`src/rtl/dispatch_if.sv`:
```
// Dispatch-stage bus: upstream packet handshake, per-slot dispatch outputs and
// issue-queue credit return. The slave modport is the dispatch block itself.
interface dispatch_if #(
  parameter int unsigned PAYLOAD_W = 128,
  parameter int unsigned IQ_DEPTH  = 8
);
  localparam int unsigned CW = $clog2(IQ_DEPTH + 1);

  logic                      flush_i;
  logic                      in_valid_i;
  logic                      in_ready_o;
  logic [1:0]                in_slot_valid_i;
  logic [1:0][1:0]           in_type_i;
  logic [1:0][PAYLOAD_W-1:0] in_payload_i;
  logic [1:0]                disp_valid_o;
  logic [1:0][1:0]           disp_queue_o;
  logic [1:0][PAYLOAD_W-1:0] disp_payload_o;
  logic [2:0][1:0]           iq_release_i;
  logic [2:0][CW-1:0]        credit_o;

  modport slave (
    input  flush_i, in_valid_i, in_slot_valid_i, in_type_i, in_payload_i, iq_release_i,
    output in_ready_o, disp_valid_o, disp_queue_o, disp_payload_o, credit_o
  );

  modport master (
    output flush_i, in_valid_i, in_slot_valid_i, in_type_i, in_payload_i, iq_release_i,
    input  in_ready_o, disp_valid_o, disp_queue_o, disp_payload_o, credit_o
  );
endinterface

```
`src/rtl/dispatch.sv`:
```
// Two-wide in-order dispatch: one holding register feeding ALU/MDU/LSU issue queues,
// gated by per-queue free-entry credits.
module dispatch #(
  parameter int unsigned PAYLOAD_W = 128,
  parameter int unsigned IQ_DEPTH  = 8
) (
  input logic       clk,
  input logic       rst_n,
  dispatch_if.slave bus
);
  localparam int unsigned CW = $clog2(IQ_DEPTH + 1);
  typedef logic [CW:0] wide_t;

  logic [1:0]                held_valid_q;
  logic [1:0][1:0]           held_queue_q;
  logic [1:0][PAYLOAD_W-1:0] held_payload_q;
  logic [2:0][CW-1:0]        credit_q;
  logic [2:0][CW-1:0]        credit_d;

  logic [1:0][1:0] in_queue;
  logic [1:0]      disp;
  logic            accept;
  logic [2:0]      ovf;
  logic [2:0]      unf;
  wide_t           need1;
  int              nxt;

  function automatic logic [CW-1:0] credit_of(input logic [1:0] q,
                                              input logic [2:0][CW-1:0] c);
    case (q)
      2'd1:    return c[1];
      2'd2:    return c[2];
      default: return c[0];
    endcase
  endfunction

  // Type 11 has no queue of its own and is routed to the ALU.
  always_comb begin
    in_queue = '0;
    for (int s = 0; s < 2; s++) begin
      in_queue[s] = (bus.in_type_i[s] == 2'b11) ? 2'b00 : bus.in_type_i[s];
    end
  end

  always_comb begin
    disp    = '0;
    need1   = '0;
    disp[0] = !bus.flush_i && held_valid_q[0] &&
              (credit_of(held_queue_q[0], credit_q) != '0);
    // Slot 1 needs a second credit when both slots target the same queue.
    need1   = wide_t'(1) + wide_t'(disp[0] && (held_queue_q[0] == held_queue_q[1]));
    disp[1] = !bus.flush_i && held_valid_q[1] && (disp[0] || !held_valid_q[0]) &&
              ({1'b0, credit_of(held_queue_q[1], credit_q)} >= need1);
  end

  assign accept = bus.in_valid_i && bus.in_ready_o;

  always_comb begin
    credit_d = credit_q;
    ovf      = '0;
    unf      = '0;
    nxt      = 0;
    for (int q = 0; q < 3; q++) begin
      nxt = int'(credit_q[q])
            - int'(disp[0] && (held_queue_q[0] == 2'(q)))
            - int'(disp[1] && (held_queue_q[1] == 2'(q)))
            + int'(bus.iq_release_i[q]);
      ovf[q] = nxt > int'(IQ_DEPTH);
      unf[q] = nxt < 0;
      if (ovf[q]) begin
        credit_d[q] = CW'(IQ_DEPTH);
      end else if (unf[q]) begin
        credit_d[q] = '0;
      end else begin
        credit_d[q] = CW'(nxt);
      end
    end
  end

  always_ff @(posedge clk) begin
    if (!rst_n) begin
      held_valid_q <= '0;
      credit_q     <= {3{CW'(IQ_DEPTH)}};
    end else if (bus.flush_i) begin
      held_valid_q <= '0;
      credit_q     <= {3{CW'(IQ_DEPTH)}};
    end else begin
      credit_q <= credit_d;
      if (accept) begin
        held_valid_q   <= bus.in_slot_valid_i;
        held_queue_q   <= in_queue;
        held_payload_q <= bus.in_payload_i;
      end else begin
        held_valid_q <= held_valid_q & ~disp;
      end
    end
  end

  // Credit return beyond capacity or an illegal release value means the queues lost sync.
  always_ff @(posedge clk) begin
    if (rst_n && !bus.flush_i) begin
      assert (ovf == '0 && unf == '0);
      assert (bus.iq_release_i[0] != 2'b11 && bus.iq_release_i[1] != 2'b11 &&
              bus.iq_release_i[2] != 2'b11);
    end
  end

  assign bus.in_ready_o     = !bus.flush_i && (!held_valid_q[0] || disp[0]) &&
                              (!held_valid_q[1] || disp[1]);
  assign bus.disp_valid_o   = disp;
  assign bus.disp_queue_o   = held_queue_q;
  assign bus.disp_payload_o = held_payload_q;
  assign bus.credit_o       = credit_q;

endmodule

```
`src/flat_wrapper.sv`:
```
// flat-port wrapper written by rule: the top's interface ports become plain ports
module dispatch_flat 
#(
  parameter int unsigned PAYLOAD_W = 128,
  parameter int unsigned IQ_DEPTH  = 8
)
  (clk, rst_n, bus_flush_i, bus_in_valid_i, bus_in_slot_valid_i, bus_in_type_i, bus_in_payload_i, bus_iq_release_i, bus_in_ready_o, bus_disp_valid_o, bus_disp_queue_o, bus_disp_payload_o, bus_credit_o);
  dispatch_if #(.PAYLOAD_W(PAYLOAD_W), .IQ_DEPTH(IQ_DEPTH)) bus_i ();
  input logic clk;
  input logic rst_n;
  input wire logic [$bits(bus_i.flush_i)-1:0] bus_flush_i;
  input wire logic [$bits(bus_i.in_valid_i)-1:0] bus_in_valid_i;
  input wire logic [$bits(bus_i.in_slot_valid_i)-1:0] bus_in_slot_valid_i;
  input wire logic [$bits(bus_i.in_type_i)-1:0] bus_in_type_i;
  input wire logic [$bits(bus_i.in_payload_i)-1:0] bus_in_payload_i;
  input wire logic [$bits(bus_i.iq_release_i)-1:0] bus_iq_release_i;
  output wire logic [$bits(bus_i.in_ready_o)-1:0] bus_in_ready_o;
  output wire logic [$bits(bus_i.disp_valid_o)-1:0] bus_disp_valid_o;
  output wire logic [$bits(bus_i.disp_queue_o)-1:0] bus_disp_queue_o;
  output wire logic [$bits(bus_i.disp_payload_o)-1:0] bus_disp_payload_o;
  output wire logic [$bits(bus_i.credit_o)-1:0] bus_credit_o;
  assign bus_i.flush_i = bus_flush_i;
  assign bus_i.in_valid_i = bus_in_valid_i;
  assign bus_i.in_slot_valid_i = bus_in_slot_valid_i;
  assign bus_i.in_type_i = bus_in_type_i;
  assign bus_i.in_payload_i = bus_in_payload_i;
  assign bus_i.iq_release_i = bus_iq_release_i;
  assign bus_in_ready_o = bus_i.in_ready_o;
  assign bus_disp_valid_o = bus_i.disp_valid_o;
  assign bus_disp_queue_o = bus_i.disp_queue_o;
  assign bus_disp_payload_o = bus_i.disp_payload_o;
  assign bus_credit_o = bus_i.credit_o;
  dispatch #(.PAYLOAD_W(PAYLOAD_W), .IQ_DEPTH(IQ_DEPTH)) u_core (.clk(clk), .rst_n(rst_n), .bus(bus_i));
endmodule
```
`config.mk`:
```
export PLATFORM = sky130hd
export DESIGN_NAME = dispatch_flat
export DESIGN_NICKNAME = d
export VERILOG_FILES = /design/src/rtl/dispatch_if.sv /design/src/rtl/dispatch.sv /design/src/flat_wrapper.sv
export SDC_FILE = /design/constraint.sdc
export NUM_CORES = 1
export LEC_CHECK = 0
export BUFFER_PORTS_ARGS = -buffer_cell sky130_fd_sc_hd__buf_4
export CELL_PAD_IN_SITES_DETAIL_PLACEMENT = 1
export CELL_PAD_IN_SITES_GLOBAL_PLACEMENT = 1
export CORE_AREA = 2 2 215 217
export DETAILED_ROUTE_END_ITERATION = 12
export DIE_AREA = 0 0 217 219
export PLACE_DENSITY = 0.59
export SKIP_CTS_REPAIR_TIMING = 1
export SYNTH_ARGS = -nofsm -noshare
export SYNTH_HDL_FRONTEND = slang
export SYNTH_SLANG_ARGS = --single-unit
```
`constraint.sdc`:
```
create_clock -name clk -period 30.8 [get_ports clk]
set_input_delay 3.08 -clock clk [delete_from_list [all_inputs] [get_ports clk]]
set_output_delay 3.08 -clock clk [all_outputs]
set_load 0.02 [all_outputs]
```
* Word-level counts from Yosys, hierarchy flattened
Index checks and enable logic that the tools add are counted.
Cells by class: reduce and logical (&&, ||, !) cells 31, add/sub/neg operators 10, muxes and demuxes 6, bitwise gates (word level) 4, equality and inequality tests 7, $lt $le $gt $ge 7
Operators by type and width (count):
- adder 32 x 3 -> 32 bit | 3
- greater-than comparator 32 x 5 -> 1 bit (second input constant) | 3
- < comparator 32 x 1 -> 1 bit (second input constant) | 3
- subtractor 32 x 2 -> 32 bit | 3
- one-hot mux 4 bit (2 select lines) | 2
- logical AND 1 bit | 15
- subtractor 4 x 1 -> 5 bit | 3
- 2-to-1 mux 4 bit | 3
- OR reduction 4 bit | 3
- OR reduction 3 bit | 3
- == test 2 bit (second input constant) | 4
- >= comparator 4 x 5 -> 1 bit | 1
- == test 2 x 1 -> 1 bit (second input constant) | 2
- zero test 2 bit | 2
- nonzero test 4 bit | 1
- zero test 1 bit | 3
- AND reduction 3 bit | 1
- adder 1 x 1 -> 2 bit (first input constant) | 1
- AND 2 bit | 1
- == test 2 bit | 1
- logical OR 1 bit | 2
- 2-to-1 mux 2 bit | 1
- inverter 1 bit | 2
- inverter 2 bit | 1
- OR reduction 2 bit | 1
Word-level totals: word-level logic and storage cells 76, bits of input ports 272, register bits after elaboration 274, output and inout port bits 275

* Longest topological paths before layout
Gate-level depths: netlist (run 1).
depth after elaboration 13, gate-level depth with buffers 22, mapped depth without buffers 22

* Worst setup path before layout (run 1)
OpenSTA, ideal clock, no wires.
path kind in2reg, start point in bus_flush_i, end point reg u_core.held_payload_q, in the netlist u_core.bus.disp_payload_o[0], enable pin, buffers on the path 0, data required time 29.600 ns, path slack 7.307 ns, stages on the path 7, arrival 22.293 ns, library setup time 1.200 ns, cell sequence nor3b_1 nand3_1 ha_1 o21ai_0 and4bb_2 a21bo_2 nor3_1
Between the ends: word-level cells in the longest chain between the ends 11, elaborated cells between the ends (all ways) 16, those cells by class 1 x add/sub; 1 x order compare; 1 x bitwise; 13 x reduce/logical
Ends and longest elaborated chain:
- start: declaration | RTL line flat_wrapper.sv:11 | input wire logic [$bits(bus_i.flush_i)-1:0] bus_flush_i;
- zero test 1 bit | RTL line dispatch.sv:48, dispatch.sv:52, dispatch.sv:108
- logical AND 1 bit (2 in a row) | RTL line dispatch.sv:48 | disp[0] = !bus.flush_i && held_valid_q[0] &&
- logical AND 1 bit | RTL line dispatch.sv:51 | need1 = wide_t'(1) + wide_t'(disp[0] && (held_queue_q[0] == held_queue_q[1]));
- adder 1 x 1 -> 2 bit | RTL line dispatch.sv:51
- >= comparator 4 x 5 -> 1 bit | RTL line dispatch.sv:53 | ({1'b0, credit_of(held_queue_q[1], credit_q)} >= need1);
- logical AND 1 bit | RTL line dispatch.sv:52 | disp[1] = !bus.flush_i && held_valid_q[1] && (disp[0] || !held_valid_q[0]) &&
- logical OR 1 bit | RTL line dispatch.sv:109 | (!held_valid_q[1] || disp[1]);
- logical AND 1 bit | RTL line dispatch.sv:108 | assign bus.in_ready_o = !bus.flush_i && (!held_valid_q[0] || disp[0]) &&
- logical AND 1 bit | RTL line dispatch.sv:56 | assign accept = bus.in_valid_i && bus.in_ready_o;
- AND reduction 3 bit (no line) (*)
- end signal: assignment | RTL line dispatch.sv:92 | held_payload_q <= bus.in_payload_i;
- end: declaration | RTL line dispatch.sv:16 | logic [1:0][PAYLOAD_W-1:0] held_payload_q;
Mark *: on every way between the ends. The rest lies on a longest branch, timed or not. A chain may end at the register's enable or synchronous reset.

* Worst setup path in the final report (run 1)
start point in bus_flush_i, end point out bus_disp_valid_o[1]
Between the ends: word-level cells in the longest chain between the ends 7, elaborated cells between the ends (all ways) 10, those cells by class 1 x add/sub; 1 x order compare; 8 x reduce/logical
Ends and longest elaborated chain:
- zero test 1 bit (*) | RTL line dispatch.sv:48, dispatch.sv:52
- logical AND 1 bit (2 in a row) | RTL line dispatch.sv:48
- logical AND 1 bit | RTL line dispatch.sv:51
- adder 1 x 1 -> 2 bit | RTL line dispatch.sv:51
- >= comparator 4 x 5 -> 1 bit | RTL line dispatch.sv:53
- logical AND 1 bit (*) | RTL line dispatch.sv:52
- end: declaration | RTL line flat_wrapper.sv:18 | output wire logic [$bits(bus_i.disp_valid_o)-1:0] bus_disp_valid_o;
Marks and branches as above.

==> impl_metrics.env, run 1 <==
export IMPL_antenna_diode_count=0
export IMPL_synth_nets=772
export IMPL_power_density_nw_per_um2=61.2
export IMPL_synth_compound_area_frac=0.0239
export IMPL_cp_start_kind="input pin"
export IMPL_cts_buffers_inserted=34
export IMPL_slew_violations=0
export IMPL_io_pins=547
export IMPL_worstPathRequired_ns=27.72
export IMPL_timing_reg2reg_setup_slack_ns=25.18
export IMPL_vias_per_cell=3.85
export IMPL_reg2regPathDepth=21
export IMPL_clk_path_buf_depth=3
export IMPL_crit_start="bus_flush_i"
export IMPL_placed_area_um2=14400
export IMPL_whs_path_depth=2
export IMPL_endpoint="bus_disp_valid_o[1]"
export IMPL_grt_start_max_net_pins=75
export IMPL_postLayoutCoreUtil=0.341
export IMPL_yosys_top_cells_area="edfxtp_1 (82%), ha_1 (4.6%), dfxtp_1 (3.0%), inv_1 (1.3%), fa_1 (1.3%)"
export IMPL_place_congestion=0.804
export IMPL_muxShareOfSynthArea=0.00105
export IMPL_async_flop_share=0
export IMPL_hold_class="reg -> reg"
export IMPL_worst_pin_slew_ns=0.983
export IMPL_reg2reg_to="u_core.bus.credit_o[4]"
export IMPL_layout_worst_path_cycle_share=0.273
export IMPL_synthAdderAreaFrac=0.0588
export IMPL_crit_type="in -> out"
export IMPL_antenna_left=0
export IMPL_hpwl_mm=28.7
export IMPL_track_usage=0.144
export IMPL_area_delta_synth_final_pct=62.1
export IMPL_rsz0062_at_grt="no"
export IMPL_endpoint_kind="output port"
export IMPL_arrival_ns=5.34
export IMPL_ys_types=35
export IMPL_leakage_uw=0.00637
export IMPL_start_util=0.211
export IMPL_cts_root_buf="clkbuf_16"
export IMPL_multi_input_area_um2=1290
export IMPL_fmax_mhz=119
export IMPL_cp_top_family="simple AND/OR/NAND/NOR gates"
export IMPL_cp_max_fo=5
export IMPL_vias=6413
export IMPL_synth_top_area_frac=0.822
export IMPL_critPathMaxStageDelay_ns=0.53
export IMPL_h_tree_depth=2
export IMPL_synth_flop_cell="edfxtp_1"
export IMPL_overflow=0
export IMPL_antenna_found_initial=1
export IMPL_maxSlewHeadroom=0.345
export IMPL_fin_tns_setup_ns=0
export IMPL_synthTopCellsByCount="edfxtp_1 (260), ha_1 (35), inv_1 (33)"
export IMPL_ys_ff_latch=274
export IMPL_totalWireLength_mm=35.8
export IMPL_post_synth_top_area_cell="edfxtp_1"
export IMPL_post_drt_wl_per_cell_um=21.5
export IMPL_ff_latch_area_um2=8090
export IMPL_port_buffers=546
export IMPL_final_hold_viol_count=0
export IMPL_synth_most_common_cell="edfxtp_1"
export IMPL_status="finished clean"
export IMPL_syn_cell_area_um2=9500
export IMPL_worst_path_most_repeated_cell="buf_4"
export IMPL_maxCapViolations=0
export IMPL_dr_wl_met3_mm=3.55
export IMPL_highest_layer="met5"
export IMPL_grt_pass1_wl_mm=48.7
export IMPL_setup_viol=0
export IMPL_first_iter_violations=369
export IMPL_synth_edf_count=260
export IMPL_final_area_um2=15400
export IMPL_synth_xor_area_share=0.0129
export IMPL_slowest_stage="nor3b_1"
export IMPL_layout_nets=1358
export IMPL_die_area_um2=47500
export IMPL_fp_row_count=78
export IMPL_drc=0
export IMPL_cp_depth=8
export IMPL_wl_met2_mm=18.7
export IMPL_drive_above_1_share=0.561
export IMPL_nFillCells=4849
export IMPL_ys_warn_count=0
export IMPL_core_area_um2=45100
export IMPL_cts_tree="built"
export IMPL_r2r_start="u_core.bus.disp_queue_o[0]"
export IMPL_finClkSkew_ns=0.0136
export IMPL_clk_latency_ns=0.52
export IMPL_ir_drop_v=0.0000480
export IMPL_grt_pass1_vias=7181
export IMPL_first_pass_iters=5
export IMPL_path_buf_inv=2
export IMPL_die_w_um=217
export IMPL_synth_simple_area_share=0.0386
export IMPL_m1WireLength_mm=12.0
export IMPL_clk_pin_slew_ns=0.06
export IMPL_fp_dieH_um=219
export IMPL_netlist_instances=459
export IMPL_synth_seq_area_share=0.852
export IMPL_cp_cell_sequence="buf_4 -> nor3b_1 -> nand3_1 -> ha_1 -> o21ai_0 -> and4bb_2 -> nor4b_2 -> buf_4"
export IMPL_clock_sinks=274
export IMPL_synth_top_family_by_area="adder cells"
export IMPL_period_needed_ns=8.42
export IMPL_avgSynthCellArea_um2=20.7
-- worst reg2reg max path, stage by stage, from the launching register on --
cell and delay (ns):
edfxtp_1 0.48, inv_1 0.10, ha_1 0.32, and2_1 0.13
a222oi_1 0.12, nor3b_1 0.54, nand3_1 0.24, ha_1 0.35
o21ai_0 0.07, and4bb_2 0.27, nor4b_2 0.43, and2_1 0.20
ha_1 0.13, inv_1 0.04, ha_1 0.20, fa_1 0.41
a21o_1 0.20, a21o_1 0.20, fa_1 0.42, nand3b_1 0.19
nor3_1 0.32, and2_1 0.17
-- cell type report --
cell class | count | area share
Tap cell | 600 | 0.0488
Multi-Input combinational cell | 152 | 0.0838
Inverter | 33 | 0.00805
Clock buffer | 45 | 0.0594
Timing Repair Buffer | 550 | 0.268
Sequential cell | 274 | 0.526
Clock inverter | 13 | 0.00610
-- logic make-up (layout without fill, tap and decap cells) --
logic type | Yosys count | in the layout
xor+xnor | 14 | 14
compound gates | 35 | 35
buf+inv | 33 | 641
fa+ha+maj | 41 | 41
simple gates | 61 | 61
mux | 1 | 1
flops | 274 | 274
-- placed cells by master (no fill, tap or decap), drive strengths merged, types with 2 or more instances in the layout --
| master | synthesis | final |
|---|---|---|
| fa | 6 | 6 |
| a22oi | 2 | 2 |
| nor3b | 4 | 4 |
| inv | 33 | 34 |
| edfxtp | 260 | 260 |
| clkbuf | 0 | 45 |
| nor2 | 9 | 9 |
| dfxtp | 14 | 14 |
| buf | 0 | 550 |
| nor3 | 5 | 5 |
| nor2b | 7 | 7 |
| nand2 | 7 | 7 |
| a21o | 9 | 9 |
| nand3b | 5 | 5 |
| and2 | 15 | 15 |
| nor4 | 2 | 2 |
| ha | 35 | 35 |
| or4 | 3 | 3 |
| o21ai | 6 | 6 |
| a21oi | 10 | 10 |
| xnor2 | 8 | 8 |
| clkinvlp | 0 | 2 |
| clkinv | 0 | 9 |
| xor2 | 6 | 6 |
-- report_power, final --
group	total (µW)	leakage (µW)	switching, µW	internal (µW)
sequential	435	0.00250	10.2	425
clock	371	0.000488	155	217
combinational	136	0.00339	70.2	65.8
-- worst min-delay path by stage --
stage                                       from                      to  slack [ns]
after floorplan           u_core.held_valid_q[1]  u_core.held_valid_q[1]        0.48
after global placement    u_core.held_valid_q[1]  u_core.held_valid_q[1]        0.50
after detailed placement  u_core.held_valid_q[1]  u_core.held_valid_q[1]        0.52
after CTS                 u_core.held_valid_q[1]  u_core.held_valid_q[1]        0.52
after global routing      u_core.held_valid_q[1]  u_core.held_valid_q[1]        0.54
final                     u_core.held_valid_q[1]  u_core.held_valid_q[1]        0.52
-- state kept, by name, indices dropped and copies added, names as in the netlist --
register	flops
u_core.bus.disp_payload_o	256
u_core.bus.credit_o	12
u_core.bus.disp_queue_o	4
u_core.held_valid_q	2
-- per-layer routing --
layer | GRT usage | up-vias
li1 | - | 2915
met1 | 0.147 | 3122
met2 | 0.253 | 304
met3 | 0.0633 | 70
met4 | 0.0660 | 2
met5 | 0 | -
-- per-stage QoR --
step | total power, µW | setup WS [ns] | hold slack [ns] | cells
finish | 942 | 22.38 | 0.524 | 1667
global route | 984 | 22.30 | 0.537 | 1667
CTS | 960 | 22.46 | 0.524 | 1667
detailed placement | 580 | 22.46 | 0.516 | 1609
global placement | 575 | 22.57 | 0.503 | 1609
floorplan | 516 | 7.31 | 0.477 | 459
No activity file was read; power rests on OpenSTA's default activity.
==> inputs of run 2 (changes only) <==
--- a/config.mk
+++ b/config.mk
@@ -8,10 +8,10 @@
 export BUFFER_PORTS_ARGS = -buffer_cell sky130_fd_sc_hd__buf_4
 export CELL_PAD_IN_SITES_DETAIL_PLACEMENT = 1
 export CELL_PAD_IN_SITES_GLOBAL_PLACEMENT = 1
-export CORE_AREA = 2 2 215 217
+export CORE_AREA = 2 2 212 214
 export DETAILED_ROUTE_END_ITERATION = 12
-export DIE_AREA = 0 0 217 219
-export PLACE_DENSITY = 0.59
+export DIE_AREA = 0 0 214 216
+export PLACE_DENSITY = 0.62
 export SKIP_CTS_REPAIR_TIMING = 1
 export SYNTH_ARGS = -nofsm -noshare
 export SYNTH_HDL_FRONTEND = slang
==> constraint.sdc (replaced) <==
create_clock -name clk -period 6.85 [get_ports clk]
set_input_delay 0.685 -clock clk [delete_from_list [all_inputs] [get_ports clk]]
set_output_delay 0.685 -clock clk [all_outputs]
set_load 0.02 [all_outputs]
==> run 2 against run 1 <==
  * Critical endpoint is now u_core.bus.credit_o[4]
  * Via count is 0.31% higher
  * Critical path type is now reg -> reg
  * Combinational power grew to 4.5 times the previous value
  * Flip-flop and latch count stayed put
  * Largest power group unchanged
  * Sequential share of layout area is 0.38 points lower
  * Largest cell class unchanged
  * Clock skew is 0.016 ns higher
  * Setup slack worse by 21 ns
==> impl_metrics.env, run 2 (same netlist as run 1, synthesis figures left out) <==
export IMPL_status="finished clean"
export IMPL_cp_start_kind="flip-flop"
export IMPL_cts_buffers_inserted=35
export IMPL_die_w_um=214
export IMPL_final_common_cell="buf_4"
export IMPL_ff_latch_area_um2=8090
export IMPL_maxSlewHeadroom=0.254
export IMPL_h_tree_depth=2
export IMPL_grt_start_max_net_pins=174
export IMPL_postLayoutCoreUtil=0.354
export IMPL_setup_viol=0
export IMPL_track_usage=0.146
export IMPL_clk_path_buf_depth=3
export IMPL_slew_violations=0
export IMPL_setup_slack_ns=1.53
export IMPL_place_congestion=0.817
export IMPL_vias_per_cell=3.87
export IMPL_power_density_nw_per_um2=280
export IMPL_fp_dieH_um=216
export IMPL_drive_above_1_share=0.563
export IMPL_hold_class="in -> reg"
export IMPL_multi_input_area_um2=1300
export IMPL_nFillCells=4671
export IMPL_cts_root_buf="clkbuf_16"
export IMPL_layout_common_cells="buf_4 (546), edfxtp_1 (260), clkbuf_16 (36), ha_1 (35), inv_1 (33)"
export IMPL_finClkSkew_ns=0.0300
export IMPL_critPathMaxStageDelay_ns=0.49
export IMPL_die_area_um2=46200
export IMPL_cts_tree="built"
export IMPL_worst_path_most_repeated_cell="ha_1"
export IMPL_grt_pass1_vias=7223
export IMPL_grt_pass1_wl_mm=48.7
export IMPL_leakage_uw=0.00642
export IMPL_layout_nets=1357
export IMPL_fmax_mhz=188
export IMPL_cp_max_fo=5
export IMPL_vias=6433
export IMPL_endpoint_kind="flip-flop"
export IMPL_layout_worst_path_cycle_share=0.777
export IMPL_area_delta_synth_final_pct=63.2
export IMPL_crit_type="reg -> reg"
export IMPL_start_util=0.217
export IMPL_antenna_found_initial=5
export IMPL_cp_cell_sequence="inv_1 -> ha_1 -> and2_1 -> a222oi_1 -> nor3b_2 -> nand3_1 -> ha_1 -> o21ai_1 -> and4bb_2 -> nor4b_2 -> and2_1 -> ha_1 -> inv_1 -> ha_1 -> fa_1 -> a21o_1 -> a21o_1 -> fa_1 -> nand3b_1 -> nor3_1 -> and2_1"
export IMPL_ir_drop_v=0.000215
export IMPL_totalWireLength_mm=34.7
export IMPL_antenna_left=0
export IMPL_dp_slack_ns=1.46
export IMPL_period_needed_ns=5.32
export IMPL_worst_pin_slew_ns=1.12
export IMPL_clk_latency_ns=0.54
export IMPL_overflow=0
export IMPL_io_pins=547
export IMPL_drc=0
export IMPL_core_area_um2=43800
export IMPL_largest_register_ffs=256
export IMPL_maxCapViolations=0
export IMPL_port_buffers=546
export IMPL_finalPower_uw=4350
export IMPL_first_iter_violations=261
export IMPL_clock_sinks=274
export IMPL_clk_pin_slew_ns=0.06
export IMPL_final_hold_viol_count=0
export IMPL_worstPathRequired_ns=7.31
export IMPL_fp_row_count=77
export IMPL_hpwl_mm=27.5
export IMPL_post_drt_wl_per_cell_um=20.9
export IMPL_first_pass_iters=4
export IMPL_fin_tns_setup_ns=0
export IMPL_rsz0062_at_grt="no"
export IMPL_arrival_ns=5.78
export IMPL_slowest_stage="a222oi_1"
## run 2: critical path, delay by kind of cell (launching register included)
family | cells | cell delay [ns]
AND/OR/NAND/NOR | 9 | 2.14
adder cells (fa/ha/maj) | 6 | 1.56
AO/OA/AOI/OAI | 4 | 0.93
flip-flops | 1 | 0.46
buffers and inverters | 2 | 0.16
## run 2: cell type report
class / count / share of cell area
Sequential cell: 274 / 0.522
Timing Repair Buffer: 548 / 0.267
Multi-Input combinational cell: 152 / 0.0839
Clock buffer: 44 / 0.0601
Tap cell: 592 / 0.0478
Clock inverter: 17 / 0.0111
Inverter: 33 / 0.00799
Antenna cell: 2 / 0.000323
## run 2: layer usage
metal	wire, µm	GRT usage	vias to the layer above	share of wire
met5	34	0	-	0.00098
met4	1120	0.0618	6	0.032
met3	3230	0.0600	69	0.093
met2	18100	0.260	307	0.52
met1	12300	0.151	3122	0.35
li1	-	-	2929	-
## run 2: through the flow
step	cells	cell area, µm²	hold WS (ns)
after floorplan	459	9510	0.477
after global placement	1599	14400	0.507
after detailed placement	1599	14400	0.518
after CTS	1660	15500	0.273
after global routing	1662	15500	0.290
final	1662	15500	0.323
## run 2: worst paths after layout
check	start	to	slack (ns)	cells after the start
worst min-delay path	bus_in_payload_i[24]	u_core.bus.disp_payload_o[24]	0.32	1
worst max-delay path	u_core.bus.disp_queue_o[0]	u_core.bus.credit_o[4]	1.53	21
worst max register to register	u_core.bus.disp_queue_o[0]	u_core.bus.credit_o[4]	1.53	21
worst min register to register	u_core.held_valid_q[1]	u_core.held_valid_q[1]	0.53	2
## run 2: power by group
group | total (µW) | leakage (µW) | switching, µW | internal (µW)
Sequential | 1950 | 0.00250 | 37.9 | 1910
Combinational | 612 | 0.00338 | 317 | 296
Clock | 1790 | 0.000532 | 710 | 1080
